File: src/rtl/cpu_types_pkg.sv
// -----------------------------------------------------------------------------
// cpu_types_pkg
// Shared types for the pipeline hazard controller.
//   word_t      : 32-bit datapath / counter word
//   regbits_t   : 5-bit architectural register index
//   hzd_state_t : hazard controller FSM states
//   hzd_ctrl_t  : bundle of stage enables and bubble strobes, MSB first:
//                 pc_en, ifid_en, idex_en, exmem_en, memwb_en,
//                 ifid_flush, idex_flush, memwb_flush
// -----------------------------------------------------------------------------
package cpu_types_pkg;

    localparam int WORD_W = 32;
    localparam int REG_W  = 5;

    typedef logic [WORD_W-1:0] word_t;
    typedef logic [REG_W-1:0]  regbits_t;

    typedef enum logic [2:0] {
        RUN     = 3'd0,
        LDSTALL = 3'd1,
        MEMWAIT = 3'd2,
        FLUSH   = 3'd3,
        HALTED  = 3'd4
    } hzd_state_t;

    typedef struct packed {
        logic pc_en;
        logic ifid_en;
        logic idex_en;
        logic exmem_en;
        logic memwb_en;
        logic ifid_flush;
        logic idex_flush;
        logic memwb_flush;
    } hzd_ctrl_t;

    // Everything frozen, no bubbles: reset and halted behaviour.
    localparam hzd_ctrl_t CTRL_FROZEN  = 8'b00000_000;
    // Every stage advances, no bubbles.
    localparam hzd_ctrl_t CTRL_NORMAL  = 8'b11111_000;
    // Data memory busy: whole pipe frozen, MEM/WB gets a bubble so the
    // stalled access is not written back twice.
    localparam hzd_ctrl_t CTRL_MEMWAIT = 8'b00000_001;
    // Front end holds while the back end drains (fetch miss, or the cycle
    // the data memory finally answers).
    localparam hzd_ctrl_t CTRL_DRAIN   = 8'b00011_000;
    // Taken branch: squash the two wrong-path instructions behind it.
    localparam hzd_ctrl_t CTRL_BRANCH  = 8'b11111_110;
    // Load-use: hold PC and IF/ID, inject a bubble into ID/EX, let the
    // load move on so its data is forwardable next cycle.
    localparam hzd_ctrl_t CTRL_LDUSE   = 8'b00111_010;

    // True when the instruction in ID reads the register the load in EX
    // is about to produce. Register 0 is hardwired and never a hazard.
    function automatic logic load_use_hazard(
        input logic     ex_is_load,
        input regbits_t ex_rt,
        input regbits_t id_rs,
        input regbits_t id_rt
    );
        return ex_is_load && (ex_rt != '0) && ((ex_rt == id_rs) || (ex_rt == id_rt));
    endfunction

endpackage

File: src/rtl/sat_counter.sv
// -----------------------------------------------------------------------------
// sat_counter
// Up-counter that sticks at all-ones instead of wrapping.
//   CLK   : clock, rising edge
//   nRST  : asynchronous active-low reset, clears the count
//   en    : count one when high
//   count : current value
// -----------------------------------------------------------------------------
module sat_counter #(
    parameter int WIDTH = 32
) (
    input  logic             CLK,
    input  logic             nRST,
    input  logic             en,
    output logic [WIDTH-1:0] count
);

    logic [WIDTH-1:0] count_reg;

    always_ff @(posedge CLK or negedge nRST) begin
        if (!nRST) begin
            count_reg <= '0;
        end else if (en && (count_reg != '1)) begin
            count_reg <= count_reg + WIDTH'(1);
        end
    end

    assign count = count_reg;

endmodule

File: src/rtl/hazard_ctrl.sv
// -----------------------------------------------------------------------------
// hazard_ctrl
// Pipeline hazard controller for a 5-stage CPU. Produces the stage-register
// enables and bubble strobes combinationally from the current FSM state and
// the hazard inputs; the state, sticky halt and two performance counters are
// registered.
//
// Ports
//   CLK, nRST                   clock (rising) and async active-low reset
//   ihit / dhit                 fetch / data access completes this cycle
//   ifid_rs, ifid_rt            sources of the instruction in ID
//   idex_rt, idex_dREN          destination / load flag of the op in EX
//   exmem_dREN, exmem_dWEN      data access pending in MEM
//   exmem_halt                  halt instruction reached MEM
//   br_taken                    branch/jump resolved taken in EX
//   pc_en .. memwb_en           stage-register update enables
//   ifid_flush, idex_flush,
//   memwb_flush                 bubble-insert strobes
//   halt                        sticky halt
//   state                       current FSM state (hzd_state_t encoding)
//   stall_cnt, flush_cnt        saturating performance counters
// -----------------------------------------------------------------------------
module hazard_ctrl
    import cpu_types_pkg::*;
(
    input  logic       CLK,
    input  logic       nRST,
    input  logic       ihit,
    input  logic       dhit,
    input  regbits_t   ifid_rs,
    input  regbits_t   ifid_rt,
    input  regbits_t   idex_rt,
    input  logic       idex_dREN,
    input  logic       exmem_dREN,
    input  logic       exmem_dWEN,
    input  logic       exmem_halt,
    input  logic       br_taken,
    output logic       pc_en,
    output logic       ifid_en,
    output logic       idex_en,
    output logic       exmem_en,
    output logic       memwb_en,
    output logic       ifid_flush,
    output logic       idex_flush,
    output logic       memwb_flush,
    output logic       halt,
    output logic [2:0] state,
    output word_t      stall_cnt,
    output word_t      flush_cnt
);

    hzd_state_t state_reg;
    hzd_state_t state_next;
    logic       halt_reg;

    hzd_ctrl_t  ctrl_raw;
    hzd_ctrl_t  ctrl_out;

    logic       mem_wait;
    logic       load_use;
    logic       stall_inc;
    logic       flush_inc;

    // A data access that has not completed holds the whole pipe.
    assign mem_wait = (exmem_dREN | exmem_dWEN) & ~dhit;
    assign load_use = load_use_hazard(idex_dREN, idex_rt, ifid_rs, ifid_rt);

    // -------------------------------------------------------------------------
    // State register and sticky halt
    // -------------------------------------------------------------------------
    always_ff @(posedge CLK or negedge nRST) begin
        if (!nRST) begin
            state_reg <= RUN;
            halt_reg  <= 1'b0;
        end else begin
            state_reg <= state_next;
            halt_reg  <= halt_reg | exmem_halt;
        end
    end

    // -------------------------------------------------------------------------
    // Next state and control outputs
    // Priority: halt > memory wait > fetch miss > branch > load-use.
    // The fetch-miss test sits after memory wait because a stalled data
    // access freezes the back end too, and before branch/load-use because
    // those only act when the fetch stage actually delivers an instruction.
    // -------------------------------------------------------------------------
    always_comb begin
        ctrl_raw   = CTRL_NORMAL;
        state_next = state_reg;

        if ((state_reg == HALTED) || exmem_halt) begin
            ctrl_raw   = CTRL_FROZEN;
            state_next = HALTED;
        end else begin
            case (state_reg)
                MEMWAIT: begin
                    if (dhit) begin
                        // Access completes: let the load/store leave MEM
                        // while the front end still waits one more cycle.
                        ctrl_raw   = CTRL_DRAIN;
                        state_next = RUN;
                    end else begin
                        ctrl_raw   = CTRL_MEMWAIT;
                    end
                end

                RUN, LDSTALL, FLUSH: begin
                    if (mem_wait) begin
                        ctrl_raw   = CTRL_MEMWAIT;
                        state_next = MEMWAIT;
                    end else if (!ihit) begin
                        // Fetch not done: hold front end, keep the state so
                        // the pending one-cycle LDSTALL/FLUSH is not lost.
                        ctrl_raw   = CTRL_DRAIN;
                    end else if (br_taken) begin
                        ctrl_raw   = CTRL_BRANCH;
                        state_next = FLUSH;
                    end else if ((state_reg == RUN) && load_use) begin
                        // Only RUN looks for load-use: in LDSTALL the bubble
                        // is already in EX, in FLUSH the ID op was squashed.
                        ctrl_raw   = CTRL_LDUSE;
                        state_next = LDSTALL;
                    end else begin
                        ctrl_raw   = CTRL_NORMAL;
                        state_next = RUN;
                    end
                end

                default: begin
                    // Unused encodings fall back to RUN with the pipe held.
                    ctrl_raw   = CTRL_FROZEN;
                    state_next = RUN;
                end
            endcase
        end
    end

    // Reset is asynchronous, so the outputs must drop the moment nRST falls
    // rather than waiting for the state register to be cleared.
    assign ctrl_out = nRST ? ctrl_raw : CTRL_FROZEN;

    assign pc_en       = ctrl_out.pc_en;
    assign ifid_en     = ctrl_out.ifid_en;
    assign idex_en     = ctrl_out.idex_en;
    assign exmem_en    = ctrl_out.exmem_en;
    assign memwb_en    = ctrl_out.memwb_en;
    assign ifid_flush  = ctrl_out.ifid_flush;
    assign idex_flush  = ctrl_out.idex_flush;
    assign memwb_flush = ctrl_out.memwb_flush;

    assign halt  = halt_reg;
    assign state = state_reg;

    // -------------------------------------------------------------------------
    // Performance counters
    // A cycle in which the PC does not advance is a stall, except once the
    // processor has halted (that is not lost throughput).
    // -------------------------------------------------------------------------
    assign stall_inc = ~ctrl_out.pc_en & (state_reg != HALTED);
    assign flush_inc = ctrl_out.ifid_flush | ctrl_out.idex_flush;

    sat_counter #(
        .WIDTH (WORD_W)
    ) u_stall_cnt (
        .CLK   (CLK),
        .nRST  (nRST),
        .en    (stall_inc),
        .count (stall_cnt)
    );

    sat_counter #(
        .WIDTH (WORD_W)
    ) u_flush_cnt (
        .CLK   (CLK),
        .nRST  (nRST),
        .en    (flush_inc),
        .count (flush_cnt)
    );

endmodule

File: config.mk
export PLATFORM = sky130hd
export DESIGN_NAME = hazard_ctrl
export DESIGN_NICKNAME = d
export VERILOG_FILES = /design/src/rtl/cpu_types_pkg.sv /design/src/rtl/sat_counter.sv /design/src/rtl/hazard_ctrl.sv
export SDC_FILE = /design/constraint.sdc
export NUM_CORES = 1
export LEC_CHECK = 0
export BUFFER_PORTS_ARGS = -buffer_cell sky130_fd_sc_hd__clkbuf_2
export CELL_PAD_IN_SITES_DETAIL_PLACEMENT = 0
export CELL_PAD_IN_SITES_GLOBAL_PLACEMENT = 1
export CORE_MARGIN = 2
export CORE_UTILIZATION = 40
export DETAILED_ROUTE_END_ITERATION = 6
export GPL_TIMING_DRIVEN = 0
export PLACE_DENSITY_LB_ADDON = 0.05
export RECOVER_POWER = 50
export SLEW_MARGIN = 40
export SYNTH_ARGS = -nofsm -noshare
export SYNTH_HDL_FRONTEND = slang
export SYNTH_SLANG_ARGS = --single-unit
File: constraint.sdc
create_clock -name CLK -period 2.05 [get_ports CLK]
set_input_delay 0.205 -clock CLK [delete_from_list [all_inputs] [get_ports CLK]]
set_output_delay 0.205 -clock CLK [all_outputs]
set_load 0.02 [all_outputs]
==> results.json <==
{
  "cts.clk_slew.worst_paths_ns": 0.07,
  "min_path_cells": 2,
  "skew_ns": 0.0118,
  "drcViolationCount": 0,
  "first_pass_iters": 4,
  "syn_to_final_growth_pct": 26.4,
  "ys_seq_elements": 68,
  "clk_latency_ns": 0.34,
  "powerDensity_mw_per_mm2": 618,
  "synth_cells": 352,
  "vias": 3055,
  "die_h_microns": 100,
  "crit_type": "flip-flop to output pin",
  "cap_violations": 0,
  "cts_buffer_depth": 2,
  "hold_class": "input pin to flip-flop",
  "arrival_ns": 1.79,
  "grt_max_degree": 39,
  "vdd_drop_max_uv": 345,
  "pre_cts_ws_ns": -0.308,
  "async_reset_ff_frac": 1.00,
  "fin_crit_sh": 0.973,
  "min_from": "exmem_halt",
  "grt_pass1_wl_mm": 15.0,
  "portBuffers": 99,
  "cp-startpoint": "state[2]",
  "start_util": 0.405,
  "r2r_cells": 7,
  "synthFlopType": "dfrtp_1",
  "p_comb_frac": 0.077,
  "setup_ws_ns": 0.0554,
  "worstPathCellList": "nor3b_4 > o2111ai_4 > o31ai_4 > buf_6 > buf_8",
  "worstPathMaxFanout": 5,
  "r2r_start": "u_flush_cnt.count[24]",
  "yosys-top-cells-area": "dfrtp_1 46%, xnor2_1 15%, and3_1 5.6%, nand4_1 5.6%, nand3_1 5.2%",
  "r2r-end": "u_flush_cnt.count[1]",
  "gp_congestion": 0.740,
  "crit_path_end": "idex_flush",
  "cts_max_level": 3,
  "finalSetupViolCount": 0,
  "drt-total-wl_mm": 8.83,
  "avgRoutedWirePerCell_microns": 15.0,
  "slew_headroom": 0.125,
  "clockPowerShare": 0.432,
  "syn-num-nets": 378,
  "p_leak_uw": 0.00213,
  "swShare": 0.253,
  "antenna_cells": 0,
  "antenna_found_initial": 0,
  "synth_top_area_frac": 0.462,
  "drt_iter0_drc": 80,
  "grt_pass1_vias": 3036,
  "cts_made_buffers": 9,
  "required_ns": 1.85,
  "grt.total_usage": 0.187,
  "crit_path_max_incr_delay_ns": 0.45,
  "p_seq_frac": 0.491,
  "root_buffer": "clkbuf_8",
  "ys.warnings.count": 0,
  "status": "finished, final reports clean",
  "synth.avg_cell_area_sq_um": 10.5,
  "grt_overflow": 0,
  "hpwl_mm": 6.32,
  "synth_cell_types": 41,
  "final_hold_viol_count": 0,
  "synth_largest_area_cell": "dfrtp_1",
  "crit_slowest_cell": "dfrtp_2",
  "die_w_microns": 100,
  "tritoncts": "done",
  "worstSetupStartpointType": "flip-flop",
  "rows": 35,
  "rsz0062_at_grt": "true",
  "crit_path_end_kind": "output pin",
  "syn-cell-area_sq_mm": 0.00369,
  "synth_seq_area_share": 0.462,
  "setup_tns_ns": 0,
  "drt-vias-per-instance": 5.19,
  "dieArea_sq_mm": 0.0100,
  "slew_violations": 0,
  "clkSinkCount": 68,
  "drive_gt1_frac": 0.280,
  "core_area_sq_mm": 0.00911,
  "tightestPinTransition_ns": 1.31,
  "io_pins": 100,
  "synth_enable_flop_cells": 0,
  "nNetsFinal": 499,
  "fmax_mhz": 501,
  "min_period_ns": 1.99,
  "p_int_uw": 2150,
  "r2r_slack_ns": 0.13,
  "antenna_left": 0,
  "p_sw_uw": 729
}
==> per-stage QoR <==
step	cells	power (uW)	area, sq um	util	hold slack (ns)
after detailed placement	563	1670	4350	0.477	0.117
after global placement	562	1660	4320	0.474	0.457
after floorplan	352	1540	3690	-	-0.0906
after global routing	589	3010	4660	0.511	0.114
after CTS	584	2930	4680	0.514	0.117
final	589	2880	4660	0.511	0.132
==> cells in the mapped netlist (all sizes together) (2+ instances only) <==
cell,count
nor2b,4
nand3,39
nand2,17
buf,11
and2,2
nor2,17
or2,2
o2111ai,2
nand4,33
inv,9
xor2,10
nor3,13
ha,2
dfrtp,68
a21oi,2
o31ai,2
clkbuf,3
and3,34
o21ai,2
nand4b,2
xnor2,62
and4,3
mux2,2
==> power groups by stage <==
| stage | registers, uW | clock network (uW) | logic [uW] |
|---|---|---|---|
| global route | 1420 | 1340 | 250 |
| finish | 1410 | 1240 | 222 |
| CTS | 1410 | 1270 | 249 |
| detailed placement | 1440 | 0 | 230 |
| floorplan | 1470 | 0 | 72.6 |
| global placement | 1440 | 0 | 222 |
==> metal layers <==
layer / routed length, microns / up-vias / GRT usage / share of wire
met5: 0 / - / 0 / 0
met3: 346 / 10 / 0.0341 / 0.039
met2: 4220 / 65 / 0.304 / 0.48
li1: - / 1493 / - / -
met4: 117 / 0 / 0.0664 / 0.013
met1: 4150 / 1487 / 0.251 / 0.47
==> worst min-delay path by stage <==
| stage | endpoint | slack (ns) |
|---|---|---|
| 2_1_floorplan | halt | -0.09 |
| 3_3_place_gp | halt | 0.46 |
| 3_5_place_dp | u_flush_cnt.count[4] | 0.12 |
| 4_1_cts | state[0] | 0.12 |
| 5_1_grt | state[0] | 0.11 |
| 6_report | state[0] | 0.13 |
==> timing repair <==
action	4_1_cts	5_1_grt
gates cloned	0	0
endpoints found under the setup margin	18	31
buffers inserted	1	5
pin swaps	3	2
endpoints found under the hold margin	68	0
resized for setup	11	11
hold buffers	4	0
==> cell families (layout without fill, tap and decap cells) <==
kind of cell    count (synthesis)  after routing  share of synthesized area
compound gates                 14             14                     0.0462
xor+xnor                       72             72                      0.171
fa+ha+maj                       2              2                    0.00679
buf+inv                        23            149                     0.0421
flops                          68             68                      0.462
mux                             2              2                    0.00611
simple gates                  171            171                      0.266
==> area by class of cell <==
cell class / instances / area, sq um
multi-input combinational: 261 / 1880
tap: 111 / 139
timing repair buffer: 110 / 558
clock inverter: 7 / 100
buffer: 14 / 123
fill: 885 / 4450
clock buffer: 9 / 124
inverter: 9 / 33.8
sequential: 68 / 1700
==> worst max-delay path, delay by kind of cell, from the launching register on <==
family / cells / cell delay (ns)
compound gates: 2 / 0.47
flops: 1 / 0.45
buf+inv: 2 / 0.27
simple gates: 1 / 0.26
==> layout by cell type (no fill, tap or decap), types with 9 or more instances in the layout <==
master / netlist / final
and3_1: 33 / 33
xnor2_1: 62 / 62
xor2_1: 10 / 10
clkbuf_2: 0 / 73
clkbuf_8: 0 / 9
nand4_1: 33 / 33
nand2_1: 16 / 15
dfrtp_1: 68 / 66
nor2_1: 17 / 13
clkbuf_1: 3 / 30
nand3_1: 38 / 38
No activity file was read; power rests on OpenSTA's default activity.
